File: src/rtl/iterative_shift_unit.sv
// Multi-cycle shift / upper-fill unit: SLL, SRL, SRA and UPPER, applied at most
// STEP bits per clock under a start/busy/done handshake with a held result.
module iterative_shift_unit #(
  parameter int WIDTH = 32,
  parameter int STEP  = 4,
  localparam int SW   = $clog2(WIDTH)
) (
  input  logic             clk_i,
  input  logic             rst_i,
  input  logic             start_i,
  input  logic [1:0]       mode_i,
  input  logic [WIDTH-1:0] data_i,
  input  logic [SW-1:0]    shamt_i,
  output logic [WIDTH-1:0] data_o,
  output logic             busy_o,
  output logic             done_o
);

  typedef enum logic [1:0] {
    IDLE  = 2'd0,
    SHIFT = 2'd1,
    DONE  = 2'd2
  } state_t;

  localparam logic [1:0] MODE_SLL   = 2'b00;
  localparam logic [1:0] MODE_SRL   = 2'b01;
  localparam logic [1:0] MODE_SRA   = 2'b10;
  localparam logic [1:0] MODE_UPPER = 2'b11;

  state_t           state_reg, state_next;
  logic [WIDTH-1:0] acc_reg, acc_next;
  logic [WIDTH-1:0] result_reg, result_next;
  logic [SW-1:0]    rem_reg, rem_next;
  logic [1:0]       mode_reg, mode_next;
  logic             sign_reg, sign_next;

  logic [SW:0]      step_k;
  logic [SW-1:0]    step_k_trim;
  logic [WIDTH-1:0] fill_mask;
  logic [WIDTH-1:0] shifted;
  logic [WIDTH-1:0] load_val;
  logic [SW-1:0]    load_rem;

  // Operand capture: UPPER pre-clears the high half and shifts it up by WIDTH/2.
  always_comb begin
    load_val = data_i;
    load_rem = shamt_i;
    if (mode_i == MODE_UPPER) begin
      load_val = {{(WIDTH/2){1'b0}}, data_i[WIDTH/2-1:0]};
      load_rem = SW'(WIDTH/2);
    end
  end

  // Per-cycle step: k = min(STEP, rem); k never exceeds rem, so it fits in SW bits.
  always_comb begin
    step_k = {1'b0, rem_reg};
    if ({1'b0, rem_reg} > (SW+1)'(STEP)) begin
      step_k = (SW+1)'(STEP);
    end
    step_k_trim = step_k[SW-1:0];
    fill_mask   = ~({WIDTH{1'b1}} >> step_k);
    case (mode_reg)
      MODE_SRL: shifted = acc_reg >> step_k;
      MODE_SRA: shifted = (acc_reg >> step_k) | (sign_reg ? fill_mask : '0);
      default:  shifted = acc_reg << step_k;
    endcase
  end

  always_comb begin
    state_next  = state_reg;
    acc_next    = acc_reg;
    result_next = result_reg;
    rem_next    = rem_reg;
    mode_next   = mode_reg;
    sign_next   = sign_reg;
    case (state_reg)
      IDLE: begin
        if (start_i) begin
          acc_next  = load_val;
          mode_next = mode_i;
          sign_next = data_i[WIDTH-1];
          rem_next  = load_rem;
          if (load_rem == '0) begin
            result_next = load_val;
            state_next  = DONE;
          end else begin
            state_next  = SHIFT;
          end
        end
      end
      SHIFT: begin
        acc_next = shifted;
        rem_next = rem_reg - step_k_trim;
        if (rem_reg == step_k_trim) begin
          result_next = shifted;
          state_next  = DONE;
        end
      end
      DONE: begin
        state_next = IDLE;
      end
      default: begin
        state_next = IDLE;
      end
    endcase
  end

  always_ff @(posedge clk_i) begin
    if (rst_i) begin
      state_reg  <= IDLE;
      acc_reg    <= '0;
      result_reg <= '0;
      rem_reg    <= '0;
      mode_reg   <= MODE_SLL;
      sign_reg   <= 1'b0;
    end else begin
      state_reg  <= state_next;
      acc_reg    <= acc_next;
      result_reg <= result_next;
      rem_reg    <= rem_next;
      mode_reg   <= mode_next;
      sign_reg   <= sign_next;
    end
  end

  assign data_o = result_reg;
  assign busy_o = (state_reg != IDLE);
  assign done_o = (state_reg == DONE);

endmodule

File: config.mk
export PLATFORM = sky130hd
export DESIGN_NAME = iterative_shift_unit
export DESIGN_NICKNAME = d
export VERILOG_FILES = /design/src/rtl/iterative_shift_unit.sv
export SDC_FILE = /design/constraint.sdc
export NUM_CORES = 1
export LEC_CHECK = 0
export CAP_MARGIN = 20
export CORE_ASPECT_RATIO = 1.4
export CORE_MARGIN = 4
export CORE_UTILIZATION = 57
export CTS_CLUSTER_DIAMETER = 60
export DETAILED_ROUTE_END_ITERATION = 8
export PLACE_DENSITY = 0.9
export SLEW_MARGIN = 20
export SYNTH_ARGS = -nofsm -noshare
export SYNTH_HDL_FRONTEND = slang
export SYNTH_SLANG_ARGS = --single-unit
File: constraint.sdc
create_clock -name clk_i -period 3.3 [get_ports clk_i]
set_input_delay 0.495 -clock clk_i [delete_from_list [all_inputs] [get_ports clk_i]]
set_output_delay 0.495 -clock clk_i [all_outputs]
set_load 0.01 [all_outputs]
---- Word level (Yosys, flattened, before mapping) ----
Index checks and enable logic that the tools add are counted.
storage, ports and cells
  flip-flop bits (word level) ............. 74
  input bits .............................. 42
  output and inout bits ................... 34
  logic and storage cells ................. 47
operators by class
  add/sub/neg operators ................... 1
  magnitude comparators ................... 1
  eq/ne operators ......................... 9
  shifts and indexed selects .............. 3
  multiplexer cells ....................... 17
  bitwise logic cells ..................... 2
  reductions and logical operators ........ 8
operators by type and width
  kind                                                           count
  2-to-1 mux 32 bit                                              6
  case mux 32 bit (2 select lines)                               3
  inverter 32 bit                                                1
  bitwise OR 32 bit                                              1
  << shifter 32 x 6 -> 32 bit                                    1
  right shift 32 x 6 -> 32 bit                                   1
  right shift 32 x 6 -> 32 bit, first input constant             1
  2-to-1 mux 5 bit                                               3
  case mux 5 bit (2 select lines)                                1
  == test 2 bit, second input constant                           3
  2-to-1 mux 2 bit                                               3
  != test 2 bit, second input constant                           3
  AND reduction 2 bit                                            3
  == test 5 bit                                                  1
  greater-than comparator 5 x 3 -> 1 bit, second input constant  1
  logical NOT 5 bit                                              1
  subtractor 5 bit                                               1
  == test 2 x 1 -> 1 bit, second input constant                  2
  case mux 2 bit (2 select lines)                                1
  AND reduction 4 bit                                            1
  nonzero test 2 bit                                             2
  logical NOT 2 bit                                              1

---- Depth between registers and ports, before layout ----
Gate-level depths: netlist of run 1.
  depth after elaboration ................. 9
  mapped depth ............................ 10
  depth with buffers taken out ............ 8

---- Least setup slack after synthesis of run 1 ----
No wires, ideal clock.
  kind .................................... register to register
  start point ............................. register rem_reg[4]
  end point ............................... register acc_reg[16]
  setup time .............................. 0.147 ns
  data arrival time ....................... 2.119 ns
  required time ........................... 3.153 ns
  slack ................................... 1.033 ns
  cell stages (with the launch flop) ...... 9
  buffers on the path ..................... 3
  period minus slack after synthesis ...... 2.267 ns
  path through ............................ dfxtp_1 buf_6 or4b_4 buf_6 buf_2 a221oi_1 nor3_1 a2111oi_0 a2111oi_0
between the ends
  longest elaborated chain between the ends .. 8
  elaborated cells between the ends (all ways) .. 10
  classes of those cells .................. 1 x order compare; 3 x shift; 4 x mux; 2 x bitwise
RTL lines
  element                                 line  source
  start, declared                         33    logic [SW-1:0] rem_reg, rem_next;
  start signal, assigned                  120   rem_reg <= rem_next;
  greater-than comparator 5 x 3 -> 1 bit  57    if ({1'b0, rem_reg} > (SW+1)'(STEP)) begin
  2-to-1 mux 5 bit (*)                    57
  right shift 32 x 6 -> 32 bit            61    fill_mask = ~({WIDTH{1'b1}} >> step_k);
  inverter 32 bit                         61
  2-to-1 mux 32 bit                       64    MODE_SRA: shifted = (acc_reg >> step_k) | (sign_reg ? fill_mask : '0);
  bitwise OR 32 bit                       64
  case mux 32 bit (2 select lines) (*)    62    case (mode_reg)
  case mux 32 bit (2 select lines) (*)    76    case (state_reg)
  end signal, assigned                    118   acc_reg <= acc_next;
  end, declared                           31    logic [WIDTH-1:0] acc_reg, acc_next;
Mark *: on every way between the ends. The rest lies on a longest branch, timed or not.
A chain may end at the register's enable or synchronous reset.

---- Worst setup path in the final report of run 1 ----
  start point ............................. register mode_reg[0]
  end point ............................... register result_reg[14], in the netlist data_o[14]
between the ends
  longest elaborated chain between the ends .. 4
  elaborated cells between the ends (all ways) .. 5
  classes of those cells .................. 2 x eq/ne; 3 x mux
RTL lines
  element                                                         line  source
  start, declared                                                 34    logic [1:0] mode_reg, mode_next;
  start signal, assigned                                          121   mode_reg <= mode_next;
  == test 2 bit / == test 2 x 1 -> 1 bit (equally long branches)  62
  case mux 32 bit (2 select lines) (*)                            62
  2-to-1 mux 32 bit (*)                                           94    if (rem_reg == step_k_trim) begin
  case mux 32 bit (2 select lines) (*)                            76
  end signal, assigned                                            119   result_reg <= result_next;
  end, declared                                                   32    logic [WIDTH-1:0] result_reg, result_next;
Mark *: on every way between the ends. The rest lies on a longest branch, timed or not. The select of a mux whose other input is x is not followed.

==> results.cfg, run 1 <==
[outcome]
status = completed

[placed_design]
io_buffers = 75
dp_cells = 916
dp_hpwl_mm = 14.9
finalWeightedCongestion = 0.984

[pwr]
clock_power_share = 0.292
combPwrFrac = 0.355
p_int_uw = 2080
ir_drop_uv = 483
sequentialPowerShare = 0.353
p_per_area_mw_per_mm2 = 494
swShare = 0.388
p_leak_uw = 0.00241
power.switching_uw = 1310
total_power_uw = 3390

[routing]
drc = 0
via_per_inst = 7.20
routed_wirelength_mm = 22.2
first_pass_iters = 6
drt_iter0_drc = 1000
detail_route.wl_per_cell_um = 23.9
via_count = 6713
ant_nets = 0

[synthesis]
syn_area_mm2 = 0.00578
synth_edf_count = 0
post-synth-top-area-fraction = 0.256
syn_inst = 770
ys_seq_area_frac = 0.256
synth_warnings = 0
synth.distinct_cells = 67
synthTopCellsByArea = dfxtp_1 (26%), a21oi_1 (7.5%), nand2_1 (7.5%), mux2i_1 (5.2%), mux4_2 (4.7%)
syn_avg_cell_area_um2 = 7.51
synth_nets = 816
synth_area_leader_cell = dfxtp_1
synth_ff_type = dfxtp_1
synth_seq_cells = 74
async_flop_share = 0

[setup_path]
worstSetupPathType = flip-flop to flip-flop
endpoint_kind = flip-flop
cp-start-kind = flip-flop
cp.arrival_ns = 3.12
crit_required_ns = 3.53
cp_max_fo = 10

[clocking]
clock_latency_ns = 0.34
root_buffer = clkbuf_16
cts_resized = 0
cts_htree_levels = 3
cts_buffer_depth = 2
cts_tree = built
path_clk_slew_ns = 0.06
holdBufCountCts = 0
cts_made_buffers = 9
post_cts_buffers = 0
clock_sinks = 74

[floorplanning]
die_h_um = 127
die-width_um = 93.1
die_area_mm2 = 0.0118
initial_core_util = 0.584
core-area_mm2 = 0.00990
ios = 76
rows = 43

[layout]
layout.cells.non_filler = 932
drive_gt1_frac = 0.107
fillers = 777
nNetsFinal = 838
final_cell_mix = nand2_1 (116), a21oi_1 (87), clkdlybuf4s50_1 (74)
diodes = 0
layout_commonest_cell = nand2_1
syn2layout_area_growth_pct = 18.7

[sta]
drv_slew = 0
max_freq_mhz = 346
hold_violations = 0
skew_ns = 0.00578
setup_tns_ns = 0
max_slew_margin = 0.391
worstMarginPinSlew_ns = 0.910
final.min_clock_period_ns = 2.89
rsz0062_at_grt = false
setup_violations = 0
fin_crit_sh = 0.876

[worst_hold_path]
min_path_type = flip-flop to flip-flop

[global_routing]
grt_overflow_total = 0
first_global_vias = 6104
grt_use_total = 0.368
grt_max_degree = 87
grt_pass1_wl_mm = 34.3
antenna_found_initial = 0

[run]
cap_violations = 0
==> cell families (layout without fill, tap and decap cells) <==
family	count (synthesis)	after routing	synth area share
buf+inv	106	133	0.0818
xor+xnor	1	1	0.00152
fa+ha+maj	4	4	0.00866
other cells	2	2	0.00130
mux	49	49	0.112
flops	74	74	0.256
simple gates	271	271	0.222
compound gates	263	263	0.316
==> synth_stat cells (5+ instances only) <==
| library cell | number |
|---|---|
| mux2_2 | 7 |
| inv_1 | 8 |
| o211ai_1 | 7 |
| buf_6 | 7 |
| nor3_1 | 19 |
| a211oi_1 | 29 |
| a21oi_1 | 87 |
| o31ai_1 | 9 |
| a311oi_1 | 13 |
| o21ai_0 | 21 |
| nand3b_1 | 14 |
| mux2i_1 | 30 |
| clkbuf_1 | 64 |
| nand3_1 | 18 |
| mux4_2 | 12 |
| nor2_1 | 60 |
| o22ai_1 | 5 |
| a221oi_1 | 15 |
| buf_1 | 9 |
| and3_1 | 9 |
| dfxtp_1 | 74 |
| buf_2 | 17 |
| or3_1 | 10 |
| a22oi_1 | 9 |
| a2111oi_0 | 9 |
| nor2b_1 | 8 |
| nand2_1 | 116 |
| o41ai_1 | 7 |
==> critical path, cell delays in order, from the launching register on <==
cell	delay, ns
dfxtp_1	0.37
inv_1	0.06
ha_1	0.33
o21bai_2	0.33
nor2_1	0.75
a22o_1	0.26
a311o_1	0.10
o21ai_0	0.18
a311oi_1	0.39
==> metrics by stage <==
| stage | hold slack (ns) | worst slack (ns) | utilization | instance area [µm²] |
|---|---|---|---|---|
| 2_1_floorplan | 0.437 | 1.03 | - | 5780 |
| 3_3_place_gp | 0.438 | 0.285 | 0.662 | 6550 |
| 3_5_place_dp | 0.447 | 0.276 | 0.662 | 6550 |
| 4_1_cts | 0.455 | 0.234 | 0.692 | 6860 |
| 5_1_grt | 0.475 | 0.270 | 0.693 | 6860 |
| 6_report | 0.454 | 0.408 | 0.693 | 6860 |
==> power by group through the flow <==
stage | combinational [µW] | sequential [µW] | clock, µW
2_1_floorplan | 844 | 1070 | 0
3_3_place_gp | 1140 | 1190 | 0
3_5_place_dp | 1150 | 1200 | 0
4_1_cts | 1170 | 1180 | 987
5_1_grt | 1280 | 1200 | 1030
6_report | 1200 | 1200 | 989
==> per-layer routing <==
metal | routed length, µm | global-route usage
met1 | 8610 | 0.506
met2 | 9800 | 0.555
met3 | 2830 | 0.0842
met4 | 996 | 0.160
met5 | 0 | 0
==> layout make-up <==
type,count,area [µm²],area share
flip-flops and latches,74,1480,0.216
inverters,8,30.0,0.00438
repair buffers,109,1040,0.151
multi-input cells,590,3840,0.559
clock inverters,7,77.6,0.0113
well taps,135,169,0.0246
clock buffers,9,225,0.0328
==> path summary, 6_finish.rpt <==
path	startpoint	to	slack [ns]	cells after the start
min reg2reg	data_o[7]	data_o[7]	0.45	2
max reg2reg	mode_reg[0]	data_o[14]	0.41	8
max	mode_reg[0]	data_o[14]	0.41	8
min	data_o[7]	data_o[7]	0.45	2
Power figures use the tool's default switching activity.
==> run 2, diff against run 1 <==
Settings changed: CTS_CLUSTER_SIZE set to 14.
Clock period 3.3 ns to 3.2 ns, I/O delays scaled along.
==> results.cfg, run 2 (synthesis gave the netlist of run 1 again) <==
[setup_path]
r2r_start = rem_reg[2]
crit_required_ns = 3.42
regToRegSetupSlack_ns = 0.17
cp-start-kind = flip-flop
endpoint_kind = flip-flop
cp_max_fo = 27
worstRegToRegCells = 7
worstSetupPathType = flip-flop to flip-flop
cp.arrival_ns = 3.25
r2r-end = data_o[19]

[clocking]
cts_tree = built
holdBufCountCts = 0
root_buffer = clkbuf_16
cts_made_buffers = 9
cts_htree_levels = 3
cts_buffer_depth = 2
path_clk_slew_ns = 0.06
post_cts_buffers = 0
clock_latency_ns = 0.34
clock_sinks = 74
cts_resized = 0

[sta]
final.min_clock_period_ns = 3.03
setup_tns_ns = 0
fin_ws_ns = 0.168
hold_violations = 0
setup_violations = 0
drv_slew = 0
skew_ns = 0.00980
fin_crit_sh = 0.948
max_slew_margin = 0.298
max_freq_mhz = 330
rsz0062_at_grt = false
worstMarginPinSlew_ns = 1.03

[placed_design]
dpl_cell_area_mm2 = 0.00652
finalWeightedCongestion = 0.999
io_buffers = 75
dp_slack_ns = 0.420
dp_hpwl_mm = 15.1

[floorplanning]
die_area_mm2 = 0.0118
core-area_mm2 = 0.00990
die_h_um = 127
die-width_um = 93.1
initial_core_util = 0.584
rows = 43
ios = 76

[routing]
drt_iter0_drc = 856
detail_route.wl_per_cell_um = 24.4
via_count = 6665
first_pass_iters = 8
drc = 0
routed_wirelength_mm = 22.6
via_per_inst = 7.20
ant_nets = 0

[global_routing]
antenna_found_initial = 0
grt_overflow_total = 0
grt_pass1_wl_mm = 35.6
grt_max_degree = 56
first_global_vias = 6472
grt_use_total = 0.381

[layout]
drive_gt1_frac = 0.0973
final_cell_mix = nand2_1 (116), a21oi_1 (87), clkdlybuf4s50_1 (74)
fillers = 825
layout_commonest_cell = nand2_1
diodes = 0
fin_area_mm2 = 0.00689
nNetsFinal = 832
syn2layout_area_growth_pct = 19.2

[worst_hold_path]
min_path_type = flip-flop to flip-flop
hold_depth = 2
hp-start = data_o[5]
holdPathEnd = data_o[5]

[run]
cap_violations = 0

[pwr]
ir_drop_uv = 444
p_leak_uw = 0.00244
p_per_area_mw_per_mm2 = 543

[outcome]
status = completed
-- run 2: layer usage --
| metal | part of all wire | up-vias | GRT usage |
|---|---|---|---|
| li1 | - | 2899 | - |
| met1 | 0.39 | 3139 | 0.522 |
| met2 | 0.45 | 550 | 0.582 |
| met3 | 0.12 | 77 | 0.0789 |
| met4 | 0.036 | 0 | 0.162 |
| met5 | 0 | - | 0 |
-- run 2: report_power, final --
group	internal, µW	total (µW)	switching (µW)
clock network	846	1270	427
registers	1020	1220	202
logic	499	1250	748
total	2360	3740	1380
-- run 2: worst max-delay path by stage --
stage / endpoint / startpoint / depth (start not counted) / slack (ns)
2_1_floorplan: acc_reg[16] / rem_reg[4] / 8 / 0.93
3_3_place_gp: data_o[19] / rem_reg[2] / 7 / 0.35
3_5_place_dp: data_o[19] / rem_reg[2] / 7 / 0.42
4_1_cts: data_o[19] / rem_reg[2] / 7 / 0.36
5_1_grt: data_o[19] / rem_reg[2] / 7 / 0.18
6_report: data_o[19] / rem_reg[2] / 7 / 0.17
-- run 2: final cells by class --
cell class                 count  area (µm²)  area share
clock inverter                 6         138      0.0200
sequential                    74        1480       0.215
inverter                       8        30.0     0.00436
timing repair buffer         103        1010       0.146
multi-input combinational    590        3830       0.557
tap                          135         169      0.0245
clock buffer                  10         229      0.0332
-- run 2: per-stage QoR --
stage	cells	hold WS (ns)	utilization	power [µW]
after floorplan	770	0.437	-	1970
after detailed placement	910	0.444	0.659	2420
after global routing	926	0.476	0.696	3870
after CTS	926	0.455	0.696	3680
after global placement	910	0.438	0.659	2400
final	926	0.452	0.696	3740
-- run 2: critical path: stages, from the launching register on --
cell and delay (ns):
dfxtp_1 0.66, nor3_2 0.09, buf_4 0.26, nand2_1 0.57, a211oi_1 0.11, a2111oi_0 0.93
or3_1 0.21, a21oi_1 0.06
